===== src/rtl/i2s_tx_framer.sv =====
// i2s_tx_framer: 2-entry packet FIFO feeding an I2S (WS-leads-MSB) serializer.
// Every flop moves on the falling sclk edge so the codec samples on the rise.
module i2s_tx_framer #(
    parameter int WIDTH      = 16,
    parameter int FIFO_DEPTH = 2
) (
    input  logic             sclk_i,
    input  logic             rst_n_i,
    input  logic [WIDTH-1:0] leftPkt_i,
    input  logic [WIDTH-1:0] rightPkt_i,
    input  logic             pktValid_i,
    output logic             ws_o,
    output logic             sdata_o,
    output logic             frameStart_o,
    output logic [1:0]       fifoLevel_o,
    output logic             underflow_o,
    output logic             overflow_o
);
    localparam int FW = 2 * WIDTH;
    localparam int CW = $clog2(FW);
    localparam logic [CW-1:0] CNT_LAST = CW'(FW - 1);
    localparam logic [CW-1:0] WS_FIRST = CW'(WIDTH - 1);
    localparam logic [CW-1:0] WS_LAST  = CW'(FW - 2);

    logic [CW-1:0] cnt;
    logic [CW-1:0] cnt_nxt;
    logic [FW-1:0] shreg;
    logic [FW-1:0] held;
    logic [FW-1:0] frame;
    logic [FW-1:0] mem [FIFO_DEPTH];
    logic          rd_ptr;
    logic          wr_ptr;
    logic [1:0]    level;
    logic          primed;
    logic          wrap;
    logic          pop;
    logic          full;
    logic          push;
    logic          drop;
    logic          ws_nxt;

    always_comb begin
        wrap    = (cnt == CNT_LAST);
        cnt_nxt = wrap ? '0 : cnt + CW'(1);
        pop     = wrap && (level != 2'd0);
        full    = (level == 2'd2);
        // a pop on the wrap edge frees a slot for a same-edge push
        push    = pktValid_i && (!full || pop);
        drop    = pktValid_i && full && !pop;
        ws_nxt  = (cnt_nxt >= WS_FIRST) && (cnt_nxt <= WS_LAST);
        frame   = pop ? mem[rd_ptr] : held;
    end

    always_ff @(negedge sclk_i or negedge rst_n_i) begin
        if (!rst_n_i) begin
            cnt          <= CNT_LAST;
            shreg        <= '0;
            held         <= '0;
            rd_ptr       <= 1'b0;
            wr_ptr       <= 1'b0;
            level        <= 2'd0;
            primed       <= 1'b0;
            ws_o         <= 1'b0;
            frameStart_o <= 1'b0;
            underflow_o  <= 1'b0;
            overflow_o   <= 1'b0;
        end else begin
            cnt          <= cnt_nxt;
            ws_o         <= ws_nxt;
            frameStart_o <= wrap;
            shreg        <= wrap ? frame : {shreg[FW-2:0], 1'b0};
            if (wrap) begin
                held <= frame;
            end
            if (push) begin
                wr_ptr <= ~wr_ptr;
                primed <= 1'b1;
            end
            if (pop) begin
                rd_ptr <= ~rd_ptr;
            end
            level <= level + {1'b0, push} - {1'b0, pop};
            if (drop) begin
                overflow_o <= 1'b1;
            end
            if (wrap && (level == 2'd0) && primed) begin
                underflow_o <= 1'b1;
            end
        end
    end

    always_ff @(negedge sclk_i) begin
        if (push) begin
            mem[wr_ptr] <= {leftPkt_i, rightPkt_i};
        end
    end

    assign sdata_o     = shreg[FW-1];
    assign fifoLevel_o = level;

endmodule


===== config.mk =====
export PLATFORM = sky130hd
export DESIGN_NAME = i2s_tx_framer
export DESIGN_NICKNAME = d
export VERILOG_FILES = /design/src/rtl/i2s_tx_framer.sv
export SDC_FILE = /design/constraint.sdc
export NUM_CORES = 1
export LEC_CHECK = 0
export BUFFER_PORTS_ARGS = -buffer_cell sky130_fd_sc_hd__buf_2
export CORE_MARGIN = 5
export CORE_UTILIZATION = 53
export CTS_CLUSTER_DIAMETER = 30
export CTS_CLUSTER_SIZE = 14
export DETAILED_ROUTE_END_ITERATION = 12
export PLACE_DENSITY = 0.74
export SLEW_MARGIN = 25
export SYNTH_ARGS = -nofsm -noshare
export SYNTH_HDL_FRONTEND = slang
export SYNTH_SLANG_ARGS = --single-unit
export TNS_END_PERCENT = 50

===== constraint.sdc =====
create_clock -name sclk_i -period 2.9 [get_ports sclk_i]
set_input_delay 0.29 -clock sclk_i [delete_from_list [all_inputs] [get_ports sclk_i]]
set_output_delay 0.29 -clock sclk_i [all_outputs]
set_load 0.05 [all_outputs]

==> run metrics <==
Via Count=3,384; Final #Nets=592; EDFF count, synth=64; skew final=0.0670 ns; sequential-to-total area share from yosys stat=69.7%; WP data arrival=2.56 ns; DR pass1 iterations=5; CP Max Fanout=2; placed insts=600; Max-Cap Viols=0; unrepaired setup endpoints after global routing=no; Syn Area/Cell=12.7 sq um; maximum number of pins on one net before global-route repair=64; Final Wtd Congestion=0.710; Seq pwr share=43.6%; fin cells=701; Critical Setup Path Class=register to primary output; XOR/XNOR share of the synthesized area=1.10%; Clk pwr share=34.7%; chip height=112 um; Fin Setup TNS=0 ns; gr usage total=15.7%; Sw Ratio=31.8%; layout cells sized above 1=18.6%; Buf/Inv on CP=1; RR Endpoint=fifoLevel_o[1]; CP Depth=1; proportion of synthesized area in mux cells=5.76%; syn_nets=479; Least-Margin Pin Slew=0.592 ns; commonest non-fill, non-tap cells in the layout=inv_1, dfrtn_1, nand2_1; via/cell ratio=4.83; highest metal used=met4; routed length per instance=12.8 um; CTS root buf=clkbuf_8; crit path cell chain=buf_2; delay-heaviest family, CP=flip-flops; status=finished, final reports clean; Area Growth Syn to Fin=20.9%; total gr overflow=0; # fillers=786; reg2reg start=cnt[1]; Post-Synthesis Cells=439; Worst Hold Class=register to register; Starting Density=54.1%; ys async rst share=54.9%; critical path capture point type=primary output; register bit total from synthesis=142; Die X=112 um; io pins=42; Unique masters post-synth=31; Min-Delay Endpoint=shreg[21]; Reg2Reg Depth=9; Post-Syn Area=5560 sq um; Max stage delay on crit path=0.41 ns; post-route DRC violation count=0; via count of the first global-routing pass=3,385; register area=3880 sq um; TritonCTS clock tree=built; final setup margin=0.0458 ns; crit path from=fifoLevel_o[1]; Psw=2.09 mW; HPWL Detailed=5420 um; Num CTS Buffers=17; initial drt markers=134; first-pass GRT wire length=15,600 um; deepest clock path buffer count=2; Final Max Slew Viols=0; CTS clock-pin slew for the worst setup and hold paths=0.04 ns; Clock Latency Late Sink=0.51 ns; worst slack at placement=0.0748 ns; final wirelength=8980 um; metal2 WL=4560 um; die area=12,600 sq um; routed wl met3=326 um; hold slack=0.398 ns; required time at the worst-slack endpoint=2.61 ns; fin util=65.4%; initial antenna violation count=0; Power Density=977 nW/um^2; Hold Crit Depth=2; area of the multi-input gates=1510 sq um; Worst IR Drop VDD=443 uV; Synth Area in Compound Gates=10.8%; flop-to-flop setup slack=0.58 ns; Pint=4.48 mW; slew margin rel.=60.4%; largest family of logic cells by synthesized area=compound AO/OA/AOI/OAI gates; H-tree Lvls=4; # diodes=0; Fin. Hold Viols=0; # setup viols final=0; simple-gate share of the synthesized area=7.96%; Slowest-stage cell, CP=dfrtn_1; met1 WL=3930 um; Rows=37; core area=10,300 sq um; Post-Synth Adder-Cell Area=1.12%; CP startpoint kind=register; synth warn=0; most common cell after layout, fill and taps aside=inv_1; Sink Count=142; Post-synth top flop=dfrtn_1; worst hold start=shreg[20]; Pleak=3.24 nW; antenna viol nets, final=0; IO buf count=41; Comb pwr share=21.8%
-- per-stage QoR --
| stage | instance area, sq um | total power, mW |
|---|---|---|
| global placement | 5930 | 4.41 |
| global route | 6730 | 7.06 |
| finish | 6730 | 6.57 |
| CTS | 6730 | 6.64 |
| floorplan | 5570 | 4.07 |
| detailed placement | 5930 | 4.47 |
-- power groups by stage --
stage	Combinational, mW	Sequential [mW]	Clock, mW
floorplan	0.986	2.94	0.144
global placement	1.39	2.87	0.144
detailed placement	1.43	2.90	0.144
CTS	1.46	2.87	2.32
global route	1.63	2.92	2.52
finish	1.43	2.86	2.28
-- worst max path at each step --
stage | end | slack, ns
floorplan | mem[1][0] | -0.06
global placement | fifoLevel_o[1] | 0.11
detailed placement | fifoLevel_o[1] | 0.07
CTS | fifoLevel_o[1] | 0.03
global route | fifoLevel_o[1] | 0.005
finish | fifoLevel_o[1] | 0.05
-- routing by layer --
metal / up-vias / global-route usage [%]
met4: 0 / 6.73
met2: 47 / 26.5
met1: 1560 / 18.6
met3: 13 / 4.69
met5: - / 0
li1: 1764 / -
-- flip-flops by register name (all words and copies together), names as in the netlist, 2 cells and up --
register	count
mem	64
shreg	32
held	32
fifoLevel_o	2
cnt	5
-- timing repair --
action                                  in CTS  in global routing
buffers inserted                             1                  0
hold endpoints to repair                     0                  0
hold buffers                                 0                  0
endpoints found under the setup margin       1                  0
resized for setup                            1                  0
-- cell type report --
cell class / instances / area share, %
clock buffer: 21 / 6.68
multi-input combinational: 261 / 22.4
clock inverter: 80 / 5.02
sequential: 142 / 57.7
inverter: 8 / 0.446
timing repair buffer: 53 / 5.21
tap: 136 / 2.53
-- cells by family after synthesis --
kind of cell	count (synthesis)
AOI/OAI and AO/OA	106
xor gates and xnor gates	7
adders and majority gates	5
buffers and inverters	36
DFF	142
muxes	32
and+or+nand+nor	111
-- Yosys cell counts (2+ instances only) --
master    instances  area, sq um
buf_2            11         55.1
nand2_1          66          248
nand3b_1          2         15.0
edfxtp_1         64         1920
clkbuf_1          8         30.0
o21ai_0          34          170
nor2_1           37          139
ha_1              5         62.6
o21ai_1          19         95.1
nand3_1           2         10.0
buf_6             5         56.3
dfrtn_1          73         1830
mux2i_1          32          320
xor2_1            2         17.5
inv_1             8         30.0
xnor2_1           5         43.8
o21ai_2          13          114
dfstp_2           5          131
a21oi_1          34          170
buf_4             3         22.5
No activity file was read; power rests on OpenSTA's default activity.
